`src/rtl/pic_pkg.sv`:
```
// Shared types and constants for the 8259 PIC priority arbiter.
package pic_pkg;

  localparam int unsigned PIC_NUM_IR = 8;

  typedef enum logic [1:0] {
    StIdle,
    StPend,
    StAck1
  } pic_state_e;

  typedef enum logic [2:0] {
    Ocw2RotAeoiClr = 3'b000,
    Ocw2NsEoi      = 3'b001,
    Ocw2Nop        = 3'b010,
    Ocw2SpEoi      = 3'b011,
    Ocw2RotAeoiSet = 3'b100,
    Ocw2RotNsEoi   = 3'b101,
    Ocw2SetPrio    = 3'b110,
    Ocw2RotSpEoi   = 3'b111
  } ocw2_cmd_e;

endpackage

```
`src/rtl/pic_priority_select.sv`:
```
// Rotating priority finder: rotate by lowest+1, pick the lowest set bit, map back to an IR index.
module pic_priority_select #(
  parameter int unsigned NUM_IR = 8
) (
  input  logic [NUM_IR-1:0]         i_vec,
  input  logic [$clog2(NUM_IR)-1:0] i_lowest,
  output logic                      o_found,
  output logic [$clog2(NUM_IR)-1:0] o_idx,
  output logic [$clog2(NUM_IR)-1:0] o_pos
);

  localparam int unsigned IDX_W = $clog2(NUM_IR);

  logic [IDX_W-1:0] w_start;

  // NUM_IR is a power of two, so index arithmetic wraps for free.
  assign w_start = i_lowest + IDX_W'(1);

  always_comb begin
    o_found = 1'b0;
    o_pos   = '0;
    for (int k = NUM_IR - 1; k >= 0; k--) begin
      if (i_vec[w_start + IDX_W'(k)]) begin
        o_found = 1'b1;
        o_pos   = IDX_W'(k);
      end
    end
    o_idx = o_pos + w_start;
  end

endmodule

```
`src/rtl/pic_priority_arbiter.sv`:
```
// 8259 priority resolver and INTA sequencer owning IRR/IMR/ISR.
// Optional special mask mode input smm is enabled by defining PIC_SPECIAL_MASK_EN.
module pic_priority_arbiter
  import pic_pkg::*;
#(
  parameter int unsigned NUM_IR       = PIC_NUM_IR,
  parameter int unsigned SPURIOUS_IDX = NUM_IR - 1
) (
  input  logic                        clk,
  input  logic                        reset_n,
  input  logic [NUM_IR-1:0]           ir_in,
  input  logic                        level_trig,
  input  logic                        init_clear,
  input  logic [7-$clog2(NUM_IR):0]   vector_base,
  input  logic                        auto_eoi,
  input  logic                        imr_wr,
  input  logic [NUM_IR-1:0]           imr_data,
  input  logic                        ocw2_wr,
  input  logic [7:0]                  ocw2_data,
  input  logic                        ack_pulse,
  input  logic                        poll_rd,
`ifdef PIC_SPECIAL_MASK_EN
  input  logic                        smm,
`endif
  output logic                        int_req,
  output logic [7:0]                  vector_out,
  output logic                        vector_valid,
  output logic [NUM_IR-1:0]           irr,
  output logic [NUM_IR-1:0]           isr,
  output logic [NUM_IR-1:0]           imr
);

  localparam int unsigned IDX_W = $clog2(NUM_IR);

  pic_state_e       r_state, w_state_d;
  logic [NUM_IR-1:0] r_irr, r_isr, r_imr, r_ir_prev;
  logic [NUM_IR-1:0] w_irr_d, w_isr_d, w_imr_d;
  logic [IDX_W-1:0] r_lowest, w_lowest_d;
  logic [IDX_W-1:0] r_win_idx, w_win_idx_d;
  logic             r_rot_aeoi, w_rot_aeoi_d;
  logic             r_spurious, w_spurious_d;
  logic             r_int_req, w_int_req_d;
  logic [7:0]       r_vector, w_vector_d;
  logic             r_vector_valid, w_vector_valid_d;

  logic [NUM_IR-1:0] w_req, w_isr_cmp;
  logic             w_req_found, w_isr_found, w_winner;
  logic [IDX_W-1:0] w_win_idx, w_req_pos, w_isr_idx, w_isr_pos;
  logic             w_poll, w_commit, w_aeoi_clr;
  logic [7:0]       w_poll_word;
  logic [IDX_W-1:0] w_ocw2_lvl;
  ocw2_cmd_e        w_ocw2_cmd;
  logic             w_unused;

  assign w_req = r_irr & ~r_imr;
`ifdef PIC_SPECIAL_MASK_EN
  assign w_isr_cmp = smm ? (r_isr & ~r_imr) : r_isr;
`else
  assign w_isr_cmp = r_isr;
`endif

  pic_priority_select #(
    .NUM_IR (NUM_IR)
  ) u_req_sel (
    .i_vec    (w_req),
    .i_lowest (r_lowest),
    .o_found  (w_req_found),
    .o_idx    (w_win_idx),
    .o_pos    (w_req_pos)
  );

  pic_priority_select #(
    .NUM_IR (NUM_IR)
  ) u_isr_sel (
    .i_vec    (w_isr_cmp),
    .i_lowest (r_lowest),
    .o_found  (w_isr_found),
    .o_idx    (w_isr_idx),
    .o_pos    (w_isr_pos)
  );

  assign w_winner   = w_req_found && (!w_isr_found || (w_req_pos < w_isr_pos));
  assign w_poll     = poll_rd && (r_state != StAck1);
  assign w_ocw2_lvl = ocw2_data[IDX_W-1:0];
  assign w_ocw2_cmd = ocw2_cmd_e'(ocw2_data[7:5]);
  assign w_unused   = ^ocw2_data[4:3];

  always_comb begin
    w_poll_word = '0;
    if (w_winner) begin
      w_poll_word[7]         = 1'b1;
      w_poll_word[IDX_W-1:0] = w_win_idx;
    end
  end

  // State register.
  always_ff @(posedge clk) begin
    if (!reset_n || init_clear) begin
      r_state <= StIdle;
    end else begin
      r_state <= w_state_d;
    end
  end

  // Next-state logic; an ack in PEND wins over a vanished request (spurious path).
  always_comb begin
    w_state_d = r_state;
    unique case (r_state)
      StIdle: if (!w_poll && w_winner) w_state_d = StPend;
      StPend: begin
        if (w_poll)          w_state_d = StIdle;
        else if (ack_pulse)  w_state_d = StAck1;
        else if (!w_winner)  w_state_d = StIdle;
      end
      StAck1: if (ack_pulse) w_state_d = StIdle;
      default: w_state_d = StIdle;
    endcase
  end

  // Output and acknowledge-commit logic.
  always_comb begin
    w_int_req_d      = r_int_req;
    w_vector_d       = r_vector;
    w_vector_valid_d = 1'b0;
    w_win_idx_d      = r_win_idx;
    w_spurious_d     = r_spurious;
    w_commit         = 1'b0;
    w_aeoi_clr       = 1'b0;
    unique case (r_state)
      StIdle: w_int_req_d = w_winner && !w_poll;
      StPend: begin
        if (w_poll || ack_pulse || !w_winner) w_int_req_d = 1'b0;
        if (!w_poll && ack_pulse) begin
          w_win_idx_d  = w_winner ? w_win_idx : IDX_W'(SPURIOUS_IDX);
          w_spurious_d = !w_winner;
          w_commit     = w_winner;
        end
      end
      StAck1: begin
        w_int_req_d = 1'b0;
        if (ack_pulse) begin
          w_vector_d       = {vector_base, r_win_idx};
          w_vector_valid_d = 1'b1;
          w_aeoi_clr       = auto_eoi && !r_spurious;
        end
      end
      default: w_int_req_d = 1'b0;
    endcase
    if (w_poll) begin
      w_int_req_d      = 1'b0;
      w_vector_d       = w_poll_word;
      w_vector_valid_d = 1'b1;
      w_commit         = w_winner;
    end
  end

  // IRR/ISR/IMR and priority bookkeeping; ISR set is applied last so it wins.
  always_comb begin
    w_irr_d      = level_trig ? ir_in : ((r_irr | (ir_in & ~r_ir_prev)) & ir_in);
    w_isr_d      = r_isr;
    w_imr_d      = imr_wr ? imr_data : r_imr;
    w_lowest_d   = r_lowest;
    w_rot_aeoi_d = r_rot_aeoi;
    if (ocw2_wr) begin
      unique case (w_ocw2_cmd)
        Ocw2NsEoi: if (w_isr_found) w_isr_d[w_isr_idx] = 1'b0;
        Ocw2RotNsEoi: begin
          if (w_isr_found) begin
            w_isr_d[w_isr_idx] = 1'b0;
            w_lowest_d         = w_isr_idx;
          end
        end
        Ocw2SpEoi: w_isr_d[w_ocw2_lvl] = 1'b0;
        Ocw2RotSpEoi: begin
          w_isr_d[w_ocw2_lvl] = 1'b0;
          w_lowest_d          = w_ocw2_lvl;
        end
        Ocw2SetPrio:    w_lowest_d   = w_ocw2_lvl;
        Ocw2RotAeoiSet: w_rot_aeoi_d = 1'b1;
        Ocw2RotAeoiClr: w_rot_aeoi_d = 1'b0;
        Ocw2Nop: ;
      endcase
    end
    if (w_aeoi_clr) begin
      w_isr_d[r_win_idx] = 1'b0;
      if (r_rot_aeoi) w_lowest_d = r_win_idx;
    end
    if (w_commit) begin
      w_isr_d[w_win_idx] = 1'b1;
      if (!level_trig) w_irr_d[w_win_idx] = 1'b0;
    end
  end

  always_ff @(posedge clk) begin
    if (!reset_n || init_clear) begin
      r_irr          <= '0;
      r_isr          <= '0;
      r_imr          <= '0;
      r_ir_prev      <= '1;
      r_lowest       <= IDX_W'(NUM_IR - 1);
      r_rot_aeoi     <= 1'b0;
      r_win_idx      <= '0;
      r_spurious     <= 1'b0;
      r_int_req      <= 1'b0;
      r_vector       <= '0;
      r_vector_valid <= 1'b0;
    end else begin
      r_irr          <= w_irr_d;
      r_isr          <= w_isr_d;
      r_imr          <= w_imr_d;
      r_ir_prev      <= ir_in;
      r_lowest       <= w_lowest_d;
      r_rot_aeoi     <= w_rot_aeoi_d;
      r_win_idx      <= w_win_idx_d;
      r_spurious     <= w_spurious_d;
      r_int_req      <= w_int_req_d;
      r_vector       <= w_vector_d;
      r_vector_valid <= w_vector_valid_d;
    end
  end

  assign int_req      = r_int_req;
  assign vector_out   = r_vector;
  assign vector_valid = r_vector_valid;
  assign irr          = r_irr;
  assign isr          = r_isr;
  assign imr          = r_imr;

endmodule

```
`config.mk`:
```
export PLATFORM = sky130hd
export DESIGN_NAME = pic_priority_arbiter
export DESIGN_NICKNAME = d
export VERILOG_FILES = /design/src/rtl/pic_pkg.sv /design/src/rtl/pic_priority_select.sv /design/src/rtl/pic_priority_arbiter.sv
export SDC_FILE = /design/constraint.sdc
export NUM_CORES = 1
export LEC_CHECK = 0
export ABC_AREA = 1
export ABC_CLOCK_PERIOD_IN_PS = 5100
export CORE_AREA = 4 4 88 90
export CTS_CLUSTER_DIAMETER = 100
export CTS_CLUSTER_SIZE = 25
export DETAILED_ROUTE_END_ITERATION = 8
export DIE_AREA = 0 0 92 94
export PLACE_DENSITY_LB_ADDON = 0.08
export SETUP_SLACK_MARGIN = 0.05
export SLEW_MARGIN = 20
export SYNTH_ARGS = -nofsm -noshare
export SYNTH_HDL_FRONTEND = slang
export SYNTH_SLANG_ARGS = --single-unit
```
`constraint.sdc`:
```
create_clock -name clk -period 5.1 [get_ports clk]
set_clock_uncertainty 0.2 [all_clocks]
set_input_delay 1.02 -clock clk [delete_from_list [all_inputs] [get_ports clk]]
set_output_delay 1.02 -clock clk [all_outputs]
set_load 0.01 [all_outputs]
```
==> metrics.csv <==
stage,metric,value,unit
worst_setup_path,CP startpoint kind,register,
timing,Period minus WS final,4100,ps
placement,routability cong.,0.865,
hold_path,Cells on Worst Hold Path,2,
cells_and_area,fillers,685,
worst_setup_path,r2r endpoint,isr[4]$_SDFF_PP0_,
timing,max-slew violations,0,
global_route,largest net degree at the start of global routing,29,
routing,Vias,4405,
timing,final critical-path share of the clock period,0.805,
yosys,most area-hungry cell type in the Yosys netlist,dfxtp_1,
routing,initial drt markers,245,
cells_and_area,fraction of layout cells with a size suffix above 1,0.0376,
yosys,synthesized netlist net count,701,
hold_path,hold path startpoint,vector_out[7]$_SDFFE_PP0P_,
worst_setup_path,Worst setup EP type,register,
timing,number of failing hold endpoints at the final stage,0,
worst_setup_path,CP max FO,13,
worst_setup_path,worst reg-to-reg path cell count,27,
yosys,leading post-synthesis cells by cell area,"dfxtp_1 27%, nand2_1 23%, nand3_1 9.9%, inv_1 8.4%, a21oi_1 5.5%",
power_and_ir_drop,total leakage power,2.23,nW
cells_and_area,total area of multi-input combinational cells,2360,sq um
cells_and_area,final net count,763,
timing,slew at the pin with the worst max-slew slack,656,ps
clock_network,Post-CTS Hold Fix Bufs,0,
cells_and_area,final instance area,4670,sq um
timing,final worst-path setup slack,996,ps
floorplanning,Std-Cell Core Area,7060,sq um
yosys,Synth Area per Inst,5.87,sq um
yosys,number of flops mapped to enable cells by yosys,0,
yosys,top cell type's share of synthesized area,0.271,
cells_and_area,Layout Cells excl Fill,818,
yosys,fraction of synthesis flops using an asynchronous set or reset pin,0,
power_and_ir_drop,power density of the placed cells,287,nW/um^2
cells_and_area,# diodes,0,
clock_network,number of sinks on the clock net,52,
routing,1st-pass router iterations,6,
global_route,global-route wire length before repair,18.7,mm
floorplanning,initial cell density of the core,0.545,
hold_path,type of the worst min-delay path,register to register,
clock_network,clock slew at reported path FFs,90,ps
yosys,post-synthesis instance total,656,
clock_network,buffers inserted by post-CTS timing repair,0,
global_route,sum of overflow across all layers after global routing,0,
floorplanning,total I/O pin count,72,
floorplanning,die span in y,94,um
worst_setup_path,critical path type,register to register,
placement,# port buffers,69,
worst_setup_path,highest cell delay on the worst timing path,440,ps
worst_setup_path,required time at the endpoint of the critical path,5070,ps
placement,cell area after placement,4590,sq um
yosys,post-synthesis cell type count,39,
yosys,sequential fraction of the synthesis area,0.271,
flow_run,total of max-cap violations,0,
timing,RSZ-0062 raised after global routing,no,
timing,total negative slack,0,ps
worst_setup_path,Arrival @ worst endpoint,4080,ps
cells_and_area,Sequential Area,1040,sq um
routing,Post-route DRC,0,
power_and_ir_drop,worst vdd rail ir drop,0.213,mV
routing,final routed wirelength across all metal layers,11.5,mm
yosys,Yosys reg bits,52,
routing,post-detailed-route via-to-cell ratio,5.39,
run_status,outcome,"complete, no violations",
worst_setup_path,register-to-register path setup slack,1000,ps
clock_network,buffer type at the clock tree root,clkbuf_8,
timing,headroom to the max-slew limit,0.561,
global_route,global-route usage over all layers,0.269,
worst_setup_path,worst-path cell with the longest stage delay,dfxtp_1,
clock_network,# resized after CTS,0,
global_route,number of global-route vias before repair,4061,
clock_network,deepest clock path buffer count,2,
global_route,initial antenna violation count,0,
hold_path,endpoint with the worst hold slack,vector_out[7]$_SDFFE_PP0P_,
placement,Setup WS pre-CTS,1060,ps
clock_network,TritonCTS clock tree,done,
floorplanning,Total Die Area,8650,sq um
yosys,post-synth design cell area,3850,sq um
floorplanning,die span in x,92,um
floorplanning,cell row count,31,
timing,achievable frequency,244,MHz
placement,DP Wirelength,8.68,mm
routing,routed wire length per instance,14.1,um
clock_network,clock buffer count from CTS,5,
yosys,"Top FF cell, synth",dfxtp_1,
placement,number of cells after detailed placement,810,
routing,antenna-violating nets left,0,
clock_network,H-tree levels,2,
worst_setup_path,r2r startpoint,r_lowest[1]$_SDFF_PP1_,
timing,count of final setup violators,0,
cells_and_area,area growth from synthesis to layout,21.4,%
worst_setup_path,cell type with the highest occurrence count on the critical path,nand2_1,
clock_network,Skew-Pair Late Insertion Delay,300,ps
yosys,number of warning messages in the yosys log,0,
==> state kept, by name, summed over array words and instances, names as in the netlist <==
name / cells
int_req: 1
imr: 8
vector_out: 8
r_lowest: 3
r_rot_aeoi: 1
r_ir_prev: 8
vector_valid: 1
isr: 8
r_state: 2
r_spurious: 1
r_win_idx: 3
irr: 8
==> metrics by stage <==
step           power [mW]   util  hold WS [ps]
2_1_floorplan       0.926      -           258
3_3_place_gp         1.09  0.650           276
3_5_place_dp         1.10  0.650           282
4_1_cts              1.33  0.662           301
5_1_grt              1.44  0.662           315
6_report             1.34  0.662           305
==> report_power, final <==
part           switching (mW)  internal, mW
Sequential             0.0272         0.430
Clock                   0.134        0.0984
Combinational           0.425         0.224
==> cells in the mapped netlist (all sizes together), types with 3 or more instances <==
library cell	instances
nand2	243
o311ai	9
o21a	3
buf	10
nor2	46
o21ai	36
a21oi	43
ha	5
nand4	4
o22ai	3
a31oi	6
nand3b	3
inv	90
clkbuf	7
dfxtp	52
o2111ai	5
nand3	78
==> how the worst max path moves through the flow <==
stage | endpoint | cells after the start | startpoint
2_1_floorplan | isr[5]$_SDFF_PP0_ | 27 | r_lowest[0]$_SDFF_PP1_
3_3_place_gp | isr[7]$_SDFF_PP0_ | 27 | r_lowest[1]$_SDFF_PP1_
3_5_place_dp | isr[4]$_SDFF_PP0_ | 27 | r_lowest[1]$_SDFF_PP1_
4_1_cts | isr[4]$_SDFF_PP0_ | 27 | r_lowest[1]$_SDFF_PP1_
5_1_grt | irr[4]$_SDFF_PP0_ | 28 | r_lowest[1]$_SDFF_PP1_
6_report | isr[4]$_SDFF_PP0_ | 27 | r_lowest[1]$_SDFF_PP1_
==> logic make-up after synthesis <==
group | synth area share
simple gates | 0.411
fa+ha+maj | 0.0267
flops | 0.271
compound gates | 0.167
buf+inv | 0.115
xor+xnor | 0.00878
==> critical path, delay by kind of cell (launching register included) <==
kind	cells	cell delay, ps
adders and majority gates	3	880
buffers and inverters	2	270
xor gates and xnor gates	1	190
and+or+nand+nor	18	1750
AOI/OAI and AO/OA	3	260
DFF	1	440
==> placed cells by master (no fill, tap or decap), types with 2 or more instances in the layout <==
cell | netlist | routed
o311ai_0 | 9 | 9
nand2_2 | 6 | 6
inv_2 | 3 | 3
xor2_1 | 2 | 2
a21oi_1 | 42 | 42
nand2_1 | 235 | 235
clkdlybuf4s50_1 | 0 | 69
inv_1 | 86 | 86
buf_4 | 2 | 3
o22ai_1 | 3 | 3
o21ai_1 | 3 | 3
nor3_1 | 2 | 2
nand3_1 | 76 | 76
clkbuf_8 | 0 | 5
clkbuf_1 | 7 | 2
o2111ai_1 | 5 | 5
nand4_1 | 4 | 4
dfxtp_1 | 52 | 52
a31oi_1 | 6 | 6
nor2_1 | 45 | 45
o21a_1 | 3 | 3
fa_1 | 2 | 2
o21ai_0 | 33 | 33
nand3b_1 | 3 | 3
nand2_4 | 2 | 2
ha_1 | 5 | 5
==> layout make-up <==
class                           count  share of cell area
Multi-Input combinational cell    496               0.506
Sequential cell                    52               0.223
Clock buffer                        7              0.0163
Timing Repair Buffer               72               0.153
Tap cell                           99              0.0265
Inverter                           91              0.0737
Clock inverter                      1             0.00188
==> layer usage <==
layer | part of all wire | vias to the layer above | GRT usage
li1 | - | 2250 | -
met1 | 0.43 | 1967 | 0.342
met2 | 0.48 | 163 | 0.467
met3 | 0.068 | 25 | 0.0321
met4 | 0.022 | 0 | 0.0978
met5 | 0 | - | 0
Power figures use the tool's default switching activity.
